===== config.mk =====
export PLATFORM = sky130hd
export DESIGN_NAME = rst_seq_ctrl
export DESIGN_NICKNAME = d
export VERILOG_FILES = /design/src/rtl/rst_seq_ctrl.sv
export SDC_FILE = /design/constraint.sdc
export NUM_CORES = 1
export LEC_CHECK = 0
export CAP_MARGIN = 20
export CELL_PAD_IN_SITES_DETAIL_PLACEMENT = 0
export CELL_PAD_IN_SITES_GLOBAL_PLACEMENT = 2
export CORE_MARGIN = 5
export CORE_UTILIZATION = 37
export DETAILED_ROUTE_END_ITERATION = 7
export PLACE_DENSITY = 0.89
export SLEW_MARGIN = 25
export SYNTH_ARGS = -nofsm -noshare
export SYNTH_HDL_FRONTEND = slang
export SYNTH_SLANG_ARGS = --single-unit

===== constraint.sdc =====
create_clock -name CLK -period 4.95 [get_ports CLK]
set_input_delay 1.485 -clock CLK [delete_from_list [all_inputs] [get_ports CLK]]
set_output_delay 1.485 -clock CLK [all_outputs]
set_load 0.1 [all_outputs]

===== src/rtl/rst_seq_ctrl.sv =====
// -----------------------------------------------------------------------------
// rst_seq_ctrl
// Reset sequencer for the dual-clock system. Lives in the always-on reference
// clock domain and drives the per-domain reset synchronizers. Domain reset
// requests are released one at a time in index order; each release waits for
// the previous domain's acknowledgement (or a timeout) and a minimum gap.
//
// Ports:
//   CLK         controller clock
//   RST         asynchronous, active-low reset
//   SW_RST_REQ  soft re-reset request, level-sampled on CLK
//   DOM_ACK     per-domain "reset released" ack, already synchronous to CLK
//   BLK_RST_N   per-domain reset request, active-low, registered
//   RST_DONE    all domains released, sequence complete
//   BUSY        sequence in progress
//   ERR         sticky: at least one ack timeout in the current sequence
// -----------------------------------------------------------------------------
module rst_seq_ctrl #(
    parameter int NUM_DOMAINS    = 3,
    parameter int HOLD_CYCLES    = 8,
    parameter int GAP_CYCLES     = 4,
    parameter int TIMEOUT_CYCLES = 64
) (
    input  logic                   CLK,
    input  logic                   RST,
    input  logic                   SW_RST_REQ,
    input  logic [NUM_DOMAINS-1:0] DOM_ACK,
    output logic [NUM_DOMAINS-1:0] BLK_RST_N,
    output logic                   RST_DONE,
    output logic                   BUSY,
    output logic                   ERR
);

    localparam int CNT_MAX = (HOLD_CYCLES > TIMEOUT_CYCLES) ? HOLD_CYCLES : TIMEOUT_CYCLES;
    localparam int CW      = $clog2(CNT_MAX + 1);
    localparam int IW      = $clog2(NUM_DOMAINS);

    localparam logic [CW-1:0] HOLD_LAST    = CW'(HOLD_CYCLES - 1);
    localparam logic [CW-1:0] GAP_LAST     = CW'(GAP_CYCLES - 1);
    localparam logic [CW-1:0] TIMEOUT_LAST = CW'(TIMEOUT_CYCLES - 1);
    localparam logic [IW-1:0] LAST_IDX     = IW'(NUM_DOMAINS - 1);

    typedef enum logic [1:0] {
        ST_HOLD,
        ST_WAIT,
        ST_DONE
    } state_t;

    state_t                 r_state;
    logic [CW-1:0]          r_cnt;
    logic [IW-1:0]          r_idx;
    logic                   r_armed;
    logic [NUM_DOMAINS-1:0] r_blkRstN;
    logic                   r_rstDone;
    logic                   r_busy;
    logic                   r_err;

    state_t                 w_nextState;
    logic [CW-1:0]          w_nextCnt;
    logic [IW-1:0]          w_nextIdx;
    logic                   w_timeoutHit;
    logic                   w_ackOk;
    logic                   w_timeoutNow;
    logic [NUM_DOMAINS-1:0] w_nextBlkRstN;
    logic                   w_nextRstDone;
    logic                   w_nextBusy;
    logic                   w_nextErr;

    // The ack only counts once the minimum gap since the last release is met;
    // acks of other domains are never looked at.
    assign w_ackOk      = (r_cnt >= GAP_LAST) && DOM_ACK[r_idx];
    assign w_timeoutNow = (r_cnt == TIMEOUT_LAST);

    // State register. Outputs are registered here too, loaded from the
    // output-decode process, so no input reaches an output combinationally.
    // r_armed marks that the first edge after RST has been seen: that edge
    // only loads HOLD, which is why a power-up release lands one edge later
    // than a release following a soft request.
    always_ff @(posedge CLK or negedge RST) begin
        if (!RST) begin
            r_state   <= ST_HOLD;
            r_cnt     <= '0;
            r_idx     <= '0;
            r_armed   <= 1'b0;
            r_blkRstN <= '0;
            r_rstDone <= 1'b0;
            r_busy    <= 1'b1;
            r_err     <= 1'b0;
        end else begin
            r_state   <= w_nextState;
            r_cnt     <= w_nextCnt;
            r_idx     <= w_nextIdx;
            r_armed   <= 1'b1;
            r_blkRstN <= w_nextBlkRstN;
            r_rstDone <= w_nextRstDone;
            r_busy    <= w_nextBusy;
            r_err     <= w_nextErr;
        end
    end

    // Next-state logic. A soft request beats everything; inside WAIT a valid
    // ack beats the timeout, so the timeout flag is raised only without one.
    // The counter is bounded by HOLD_LAST / TIMEOUT_LAST and never wraps.
    always_comb begin
        w_nextState  = r_state;
        w_nextCnt    = r_cnt;
        w_nextIdx    = r_idx;
        w_timeoutHit = 1'b0;
        if (SW_RST_REQ) begin
            w_nextState = ST_HOLD;
            w_nextCnt   = '0;
            w_nextIdx   = '0;
        end else begin
            case (r_state)
                ST_HOLD: begin
                    if (!r_armed) begin
                        w_nextCnt = '0;
                    end else if (r_cnt == HOLD_LAST) begin
                        w_nextState = ST_WAIT;
                        w_nextCnt   = '0;
                        w_nextIdx   = '0;
                    end else begin
                        w_nextCnt = r_cnt + CW'(1);
                    end
                end
                ST_WAIT: begin
                    if (w_ackOk || w_timeoutNow) begin
                        w_timeoutHit = !w_ackOk;
                        w_nextCnt    = '0;
                        if (r_idx == LAST_IDX) begin
                            w_nextState = ST_DONE;
                        end else begin
                            w_nextIdx = r_idx + IW'(1);
                        end
                    end else begin
                        w_nextCnt = r_cnt + CW'(1);
                    end
                end
                ST_DONE: begin
                    w_nextCnt = '0;
                end
                default: begin
                    w_nextState = ST_HOLD;
                    w_nextCnt   = '0;
                    w_nextIdx   = '0;
                end
            endcase
        end
    end

    // Output decode from the next state. In WAIT(idx) domains 0..idx are
    // released, which gives strict index-order release for free.
    always_comb begin
        w_nextBlkRstN = '0;
        for (int i = 0; i < NUM_DOMAINS; i++) begin
            w_nextBlkRstN[i] = (w_nextState == ST_DONE) ||
                               ((w_nextState == ST_WAIT) && (w_nextIdx >= IW'(i)));
        end
        w_nextRstDone = (w_nextState == ST_DONE);
        w_nextBusy    = (w_nextState != ST_DONE);
        w_nextErr     = SW_RST_REQ ? 1'b0 : (r_err | w_timeoutHit);
    end

    assign BLK_RST_N = r_blkRstN;
    assign RST_DONE  = r_rstDone;
    assign BUSY      = r_busy;
    assign ERR       = r_err;

endmodule


Word level (Yosys, flattened, before mapping)
Cells that the tools add are included.
Storage, ports and cells
  bits in registers: 18
  latch bits: 0
  bits in writable memories: 0
  bits in read-only memories: 0
  output and inout port bits: 6
  memories kept: 0
Operators by class
  add/subtract/negate cells: 2
  multiply operators: 0
  div/mod/pow operators: 0
  $lt $le $gt $ge: 5
  equal/unequal tests: 8
  shift-type cells: 0
  multiplexer cells: 23
  bitwise operators: 1
  reduce and logical (&&, ||, !) cells: 10
Operators by type and width (count)
  2-to-1 mux 7 bit: 4
  2-to-1 mux 2 bit: 10
  case mux 7 bit (2 select lines): 1
  case mux 2 bit (3 select lines): 2
  adder 7 x 1 -> 7 bit (second input constant): 1
  equality test 7 x 3 -> 1 bit (second input constant): 1
  equality test 7 x 6 -> 1 bit (second input constant): 1
  greater-or-equal comparator 7 x 2 -> 1 bit (second input constant): 1
  equality test 2 bit (second input constant): 3
  2-to-1 mux 1 bit: 5
  equality test 2 x 1 -> 1 bit (second input constant): 2
  greater-or-equal comparator 2 x 1 -> 1 bit (second input constant): 2
  logical AND 1 bit: 4
  logical OR 1 bit: 4
  less-than comparator 2 x 3 -> 1 bit (second input constant): 1
  adder 2 x 1 -> 2 bit (second input constant): 1
  binary-select mux 1 bit (select 2 bit): 1
  greater-or-equal comparator 2 bit (second input constant): 1
  logical NOT 2 bit: 1
  != test 2 bit (second input constant): 1
  logical NOT 1 bit: 1
  OR 1 bit: 1

Longest topological paths before layout
Gate-level depths: netlist (run 1).
  depth in word-level cells: 10
  depth in mapped cells: 10
  mapped depth without buffers: 10

Worst setup path before layout (run 1)
Ideal clock, no wire load.
  kind: input-to-reg
  start: input port DOM_ACK[2]
  end: register r_blkRstN[2] (netlist: BLK_RST_N[2])
  setup time: 126 ps
  data arrival time: 2834 ps
  data required time: 4824 ps
  slack: 1990 ps
  stages: 7
  cell sequence: mux2i_1 -> o22ai_1 -> a21oi_2 -> nor2_1 -> or3_1 -> ha_1 -> a221o_1
Between the ends
  elaborated cells on any way between the ends: 15
  those cells by class: order compare (1); eq/ne (2); mux (8); reduce/logical (4)
RTL lines
  start: declaration: RTL line 27  | input logic [NUM_DOMAINS-1:0] DOM_ACK,
  binary-select mux 1 bit (select 2 bit): RTL line 71  | assign w_ackOk = (r_cnt >= GAP_LAST) && DOM_ACK[r_idx];
  2-to-1 mux 1 bit (not written as such): RTL line 71
  logical AND 1 bit: RTL line 71
  logical OR 1 bit: RTL line 127  | if (w_ackOk || w_timeoutNow) begin
  2-to-1 mux 2 bit: RTL line 127
  case mux 2 bit (3 select lines): RTL line 114  | case (r_state)
  2-to-1 mux 2 bit: RTL line 109  | if (SW_RST_REQ) begin
  equality test 2 bit
  net w_nextRstDone: RTL line 65  | logic w_nextRstDone;
  logical OR 1 bit: RTL line 156  | w_nextBlkRstN[i] = (w_nextState == ST_DONE) ||
  net w_nextBlkRstN[2]: RTL line 64  | logic [NUM_DOMAINS-1:0] w_nextBlkRstN;
  end signal: assignment: RTL line 94  | r_blkRstN <= w_nextBlkRstN;
  end: declaration: RTL line 53  | logic [NUM_DOMAINS-1:0] r_blkRstN;
The timed path passes the listed nets, and every way through them passes these cells. The select of a mux whose other input is x is not followed.

Worst setup path after layout (run 1)
  start: register r_busy (netlist: BUSY)
  end: output port BUSY
RTL lines
  start: declaration: RTL line 55  | logic r_busy;
  start signal: assignment: RTL line 96  | r_busy <= w_nextBusy;
  end: declaration: RTL line 30  | output logic BUSY,
No word-level cell between the ends.

==> flow_metrics.env, run 1 <==
export IMPL_dp_slack_ns=1.364
export IMPL_ir_drop_v=0.0001288
export IMPL_hp_class="register to register"
export IMPL_cp_required_ns=3.46
export IMPL_hpwl_um=1525
export IMPL_hold_viol_final=0
export IMPL_cts_buffers_inserted=3
export IMPL_antenna_cells=0
export IMPL_yosys_mux_area_fraction_pct=1.017
export IMPL_syn_inst=98
export IMPL_yosys_area_share_xor_xnor_pct=3.558
export IMPL_finalCriticalPeriod_ns=3.427
export IMPL_tightest_slew_ns=0.9752
export IMPL_maxCapViolCount=0
export IMPL_syn_num_nets=109
export IMPL_fin_skew_ns=0.005709
export IMPL_final_cell_mix="dfrtp_1 (17), nor2_1 (11), clkdlybuf4s50_1 (11)"
export IMPL_drc=0
export IMPL_antenna_found_initial=0
export IMPL_grt_pass1_vias=715
export IMPL_fin_crit_sh_pct=69.23
export IMPL_worstPathArrival_ns=1.94
export IMPL_grtUsageTotal_pct=11.89
export IMPL_wl_per_cell_um=13.96
export IMPL_p_leak_nw=0.4751
export IMPL_cp_depth=1
export IMPL_synth_top_family_by_area="simple AND/OR/NAND/NOR gates"
export IMPL_yosysSeqAreaShare_pct=45.87
export IMPL_ctsResizeCount=0
export IMPL_critical_path_startpoint="BUSY"
export IMPL_post_cts_buffers=0
export IMPL_cellPowerDensity_mw_per_mm2=207.9
export IMPL_drive_gt1_share_pct=10.71
export IMPL_syn_avg_cell_area_um2=10.05
export IMPL_slowest_stage="clkdlybuf4s50_1"
export IMPL_root_buffer="clkbuf_4"
export IMPL_clkTransAtPathRegs_ns=0.10
export IMPL_yosysWarnings=0
export IMPL_initialDrtViolationCount=32
export IMPL_io_pins=12
export IMPL_nFillCells=257
export IMPL_ys_types=39
export IMPL_wl_um=1983
export IMPL_clock_fmax_ghz=0.2918
export IMPL_end_kind="output pin"
export IMPL_synth_simple_area_share_pct=25.54
export IMPL_fin_setup_tns_ns=0
export IMPL_crit_chain="clkdlybuf4s50_1"
export IMPL_critical_path_class="register to output pin"
export IMPL_r2r_end="BLK_RST_N[2]"
export IMPL_cts_tree="done"
export IMPL_numPortBuffers=11
export IMPL_cp_max_fo=1
export IMPL_ctsHoldBuffers=0
export IMPL_reg2reg_slack_ns=2.56
export IMPL_nets=124
export IMPL_max_stage_delay_ns=1.12
export IMPL_synth_compound_area_share_pct=14.23
export IMPL_vias=775
export IMPL_grt_ovfl_total=0
export IMPL_area_growth_pct=16.90
export IMPL_ff2ff_path_depth=7
export IMPL_endpoint="BUSY"
export IMPL_htreeDepth=1
export IMPL_initial_utilization_pct=39.04
export IMPL_routed_via_density=5.458
export IMPL_yosys_area_top_type="dfrtp_1"
export IMPL_setup_ws_ns=1.523
export IMPL_path_buf_inv=1
export IMPL_clockBufferDepth=2
export IMPL_core_area_mm2=0.002522
export IMPL_status="complete, no violations"
export IMPL_slew_violations=0
export IMPL_synth_area_leaders="dfrtp_1 (43%), ha_1 (6.4%), nor2_1 (4.2%), nand2_1 (3.8%), dfstp_2 (2.7%)"
export IMPL_critPathTopFamily="buffers and inverters"
export IMPL_clkSinkCount=18
export IMPL_die_area_mm2=0.003793
export IMPL_placed_area_mm2=0.001125
export IMPL_regToRegStartpoint="r_cnt[3]"
export IMPL_first_pass_iters=4
export IMPL_relSlewSlack_pct=34.79
export IMPL_synth_seq_cells=18
export IMPL_synth_top_area_share_pct=43.20
export IMPL_grt_pass1_wl_um=3263
export IMPL_total_power_w=0.0002393
export IMPL_rsz0062_at_grt="no"
export IMPL_clk_latency_ns=0.29
export IMPL_rows=18
export IMPL_ant_nets=0
export IMPL_final_core_util_pct=45.63
export IMPL_gp_congestion=0.8173
export IMPL_synthAdderAreaFrac_pct=6.353
export IMPL_final_common_cell="dfrtp_1"
export IMPL_syn_area_um2=984.7
export IMPL_startpoint_type="register"
export IMPL_setup_viol=0
export IMPL_grt_max_degree=19
export IMPL_die_w_um=61.59
export IMPL_final_area_mm2=0.001151
export IMPL_die_h_um=61.59
kinds of logic (layout without fill, tap and decap cells):
family | after synthesis | after routing
flip-flops | 18 | 18
XOR/XNOR | 4 | 4
multiplexers | 1 | 1
other | 1 | 1
AND/OR/NAND/NOR | 43 | 43
adder cells (fa/ha/maj) | 5 | 5
AO/OA/AOI/OAI | 19 | 19
buffers and inverters | 7 | 21
cells in the mapped netlist:
| library cell | count |
|---|---|
| buf_4 | 1 |
| or3_1 | 1 |
| o221ai_1 | 1 |
| ha_1 | 5 |
| and2_2 | 1 |
| o21bai_2 | 1 |
| a21oi_2 | 1 |
| and3_1 | 1 |
| nor3b_1 | 2 |
| nand2b_1 | 2 |
| nor4b_4 | 1 |
| nor3_1 | 2 |
| xor2_1 | 3 |
| nor2_1 | 11 |
| nand3_1 | 2 |
| a21oi_1 | 4 |
| inv_1 | 6 |
| a211oi_2 | 1 |
| and2_1 | 3 |
| o21ai_0 | 2 |
| nor2b_1 | 2 |
| xnor2_1 | 1 |
| nor4_4 | 1 |
| o22ai_1 | 2 |
| dfrtp_1 | 17 |
| a32oi_1 | 1 |
| a221o_1 | 1 |
| nor4_1 | 1 |
| or2_2 | 1 |
| o2111ai_1 | 1 |
| o21a_1 | 1 |
| nand2_1 | 10 |
| nand3_2 | 1 |
| conb_1 | 1 |
| o2bb2ai_1 | 1 |
| nand4_1 | 1 |
| mux2i_1 | 1 |
| dfstp_2 | 1 |
| a31oi_1 | 2 |
final cells by class:
type	instances	area (µm²)	area share, %
flip-flops and latches	18	451.7	39.24
inverters	6	22.52	1.957
clock buffers	4	26.28	2.283
multi-input cells	73	503.0	43.70
well taps	30	37.54	3.261
repair buffers	11	110.1	9.565
per-stage QoR:
| stage | instances | hold WS (ns) |
|---|---|---|
| floorplan | 98 | 0.4523 |
| global placement | 138 | 0.4674 |
| finish | 142 | 0.4926 |
| detailed placement | 138 | 0.4834 |
| global route | 142 | 0.5249 |
| CTS | 142 | 0.4977 |
flip-flops by register name, indices dropped and copies added (netlist names):
signal,cells
ERR,1
r_cnt,7
r_idx,2
BLK_RST_N,3
RST_DONE,1
r_state,2
r_armed,1
BUSY,1
where the power goes:
group | internal, W | leakage (nW) | switching [W]
registers | 0.000148 | 0.245 | 0.000000965
logic | 0.00000637 | 0.215 | 0.00000816
clock network | 0.0000313 | 0.0150 | 0.0000443
worst min path at each step:
stage | startpoint | endpoint | slack, ns | cells past startpoint
5_1_grt | r_cnt[0] | r_cnt[0] | 0.52 | 1
6_report | r_cnt[0] | r_cnt[0] | 0.49 | 1
4_1_cts | r_cnt[0] | r_cnt[0] | 0.50 | 1
3_3_place_gp | r_cnt[0] | r_cnt[0] | 0.47 | 1
3_5_place_dp | r_cnt[0] | r_cnt[0] | 0.48 | 1
2_1_floorplan | r_cnt[0] | r_cnt[0] | 0.45 | 1
worst reg2reg max path, stage by stage (launching register included):
cell	delay (ns)
dfrtp_1	0.46
nor4_4	0.36
nand3_2	0.16
a21oi_2	0.29
nor2_1	0.10
or3_1	0.37
ha_1	0.26
a221o_1	0.28
layer usage:
| layer | track usage [%] | vias up | routed length (µm) |
|---|---|---|---|
| li1 | - | 372 | - |
| met1 | 16.37 | 366 | 914 |
| met2 | 18.24 | 35 | 901 |
| met3 | 2.516 | 2 | 153 |
| met4 | 4.545 | 0 | 13 |
| met5 | 0 | - | 0 |
Note: power is estimated with default switching activity, not from simulation.
==> run 2, diff against run 1 <==
Settings changed: CORE_UTILIZATION 37 to 34, PLACE_DENSITY 0.89 to 0.83.
Clock period 4.95 ns to 3.4 ns, I/O delays scaled along.
==> flow_metrics.env, run 2 (synthesis gave the netlist of run 1 again) <==
export IMPL_clock_fmax_ghz=0.3581
export IMPL_grtUsageTotal_pct=10.82
export IMPL_grt_ovfl_total=0
export IMPL_io_pins=12
export IMPL_crit_chain="clkdlybuf4s50_1 -> mux2i_1 -> o22ai_1 -> a21oi_2 -> o2bb2ai_1 -> nand2b_1 -> ha_1 -> and2_1 -> a221o_1"
export IMPL_clk_latency_ns=0.30
export IMPL_cp_required_ns=3.59
export IMPL_post_cts_buffers=0
export IMPL_regToRegStartpoint="r_cnt[3]"
export IMPL_power_switching_w=0.00008406
export IMPL_clkTransAtPathRegs_ns=0.11
export IMPL_hp_class="register to register"
export IMPL_p_leak_nw=0.4911
export IMPL_gp_congestion=0.7864
export IMPL_htreeDepth=1
export IMPL_placed_area_mm2=0.001111
export IMPL_die_w_um=63.82
export IMPL_met2WireLength_um=905
export IMPL_rows=19
export IMPL_hpwl_um=1533
export IMPL_cts_buffers_inserted=3
export IMPL_wl_per_cell_um=13.81
export IMPL_startpoint_type="input pin"
export IMPL_r2r_end="BLK_RST_N[2]"
export IMPL_drc=0
export IMPL_worstPathArrival_ns=2.98
export IMPL_ir_drop_v=0.0001410
export IMPL_die_h_um=63.82
export IMPL_max_stage_delay_ns=0.45
export IMPL_highest_layer="met4"
export IMPL_wl_met3_um=75
export IMPL_clkSinkCount=18
export IMPL_ctsResizeCount=0
export IMPL_cts_tree="done"
export IMPL_tightest_slew_ns=0.8371
export IMPL_critical_path_class="input pin to register"
export IMPL_finalCriticalPeriod_ns=2.792
export IMPL_status="complete, no violations"
export IMPL_area_growth_pct=16.52
export IMPL_grt_pass1_wl_um=3546
export IMPL_sw_frac_of_total_pct=22.44
export IMPL_final_cell_mix="dfrtp_1 (17), nor2_1 (11), nand2_1 (10)"
export IMPL_fin_setup_tns_ns=0
export IMPL_reg2reg_slack_ns=1.02
export IMPL_antenna_found_initial=0
export IMPL_maxCapViolCount=0
export IMPL_wl_met1_um=965
export IMPL_end_kind="register"
export IMPL_wl_um=1975
export IMPL_final_area_mm2=0.001147
export IMPL_ctsHoldBuffers=0
export IMPL_drive_gt1_share_pct=16.96
export IMPL_grt_pass1_vias=761
export IMPL_ant_nets=0
export IMPL_largest_reg_flops=7
export IMPL_endpoint="BLK_RST_N[2]"
export IMPL_final_common_cell="dfrtp_1"
export IMPL_first_pass_iters=4
export IMPL_seq_power_share_pct=58.0
export IMPL_fin_crit_sh_pct=82.13
export IMPL_p_clk_share_pct=36.4
export IMPL_numPortBuffers=11
export IMPL_clockBufferDepth=2
export IMPL_pwr_share_comb_pct=5.7
export IMPL_critical_path_startpoint="DOM_ACK[2]"
export IMPL_relSlewSlack_pct=44.02
export IMPL_die_area_mm2=0.004072
export IMPL_grt_max_degree=19
export IMPL_cp_max_fo=5
export IMPL_hold_viol_final=0
export IMPL_fin_skew_ns=0.002247
export IMPL_slowest_stage="clkdlybuf4s50_1"
export IMPL_regMostFlops="r_cnt"
export IMPL_ff2ff_path_depth=7
export IMPL_initial_utilization_pct=35.71
export IMPL_rsz0062_at_grt="no"
export IMPL_initialDrtViolationCount=20
export IMPL_core_area_mm2=0.002758
export IMPL_routed_via_density=5.133
export IMPL_slew_violations=0
export IMPL_nets=124
export IMPL_antenna_cells=0
export IMPL_vias=734
export IMPL_p_int_w=0.0002905
export IMPL_root_buffer="clkbuf_4"
export IMPL_cellPowerDensity_mw_per_mm2=326.4
export IMPL_nFillCells=283
export IMPL_setup_viol=0
-- run 2: cell count changes in the layout (fill, tap and decap cells not counted) --
cell,change
buf_4,+6
clkdlybuf4s50_1,-6
clkbuf_1,-1
clkbuf_8,+1
-- run 2: critical path, delay by kind of cell --
family	cells	cell delay (ns)
buf+inv	1	0.45
fa+ha+maj	1	0.20
simple gates	2	0.24
compound gates	4	1.00
mux	1	0.06
-- run 2: how the worst min path moves through the flow --
| stage | start | endpoint | slack [ns] | depth (start not counted) |
|---|---|---|---|---|
| 3_3_place_gp | r_cnt[0] | r_cnt[0] | 0.47 | 1 |
| 6_report | r_cnt[0] | r_cnt[0] | 0.49 | 1 |
| 3_5_place_dp | r_cnt[0] | r_cnt[0] | 0.47 | 1 |
| 4_1_cts | r_cnt[0] | r_cnt[0] | 0.49 | 1 |
| 2_1_floorplan | r_cnt[0] | r_cnt[0] | 0.45 | 1 |
| 5_1_grt | r_cnt[0] | r_cnt[0] | 0.52 | 1 |
-- run 2: stage by stage --
step	instances	total power, W	utilization, %	setup WS (ns)	hold WS (ns)
global route	143	0.0003933	41.61	0.4497	0.5238
global placement	139	0.0002431	40.29	0.2793	0.4696
floorplan	98	0.0002300	-	0.9049	0.4523
detailed placement	139	0.0002431	40.29	0.2856	0.4741
finish	143	0.0003745	41.61	0.6076	0.4897
CTS	143	0.0003778	41.61	0.6058	0.4894
-- run 2: routing by layer --
metal	track usage, %	up-vias
met5	0	-
met4	4.675	0
met3	2.452	4
met2	17.09	13
met1	14.14	350
li1	-	367
-- run 2: layout make-up --
class	instances	area, µm²	area share [%]
multi-input cells	73	503.0	43.84
flip-flops and latches	18	451.7	39.37
repair buffers	11	95.09	8.288
well taps	31	38.79	3.381
clock buffers	4	36.28	3.162
inverters	6	22.52	1.963
-- run 2: power by group through the flow --
stage | sequential [W] | combinational [W] | clock, W
floorplan | 0.000221 | 0.00000896 | 0
global placement | 0.000221 | 0.0000219 | 0
detailed placement | 0.000221 | 0.0000218 | 0
CTS | 0.000217 | 0.0000219 | 0.000139
global route | 0.000218 | 0.0000243 | 0.000151
finish | 0.000217 | 0.0000212 | 0.000136
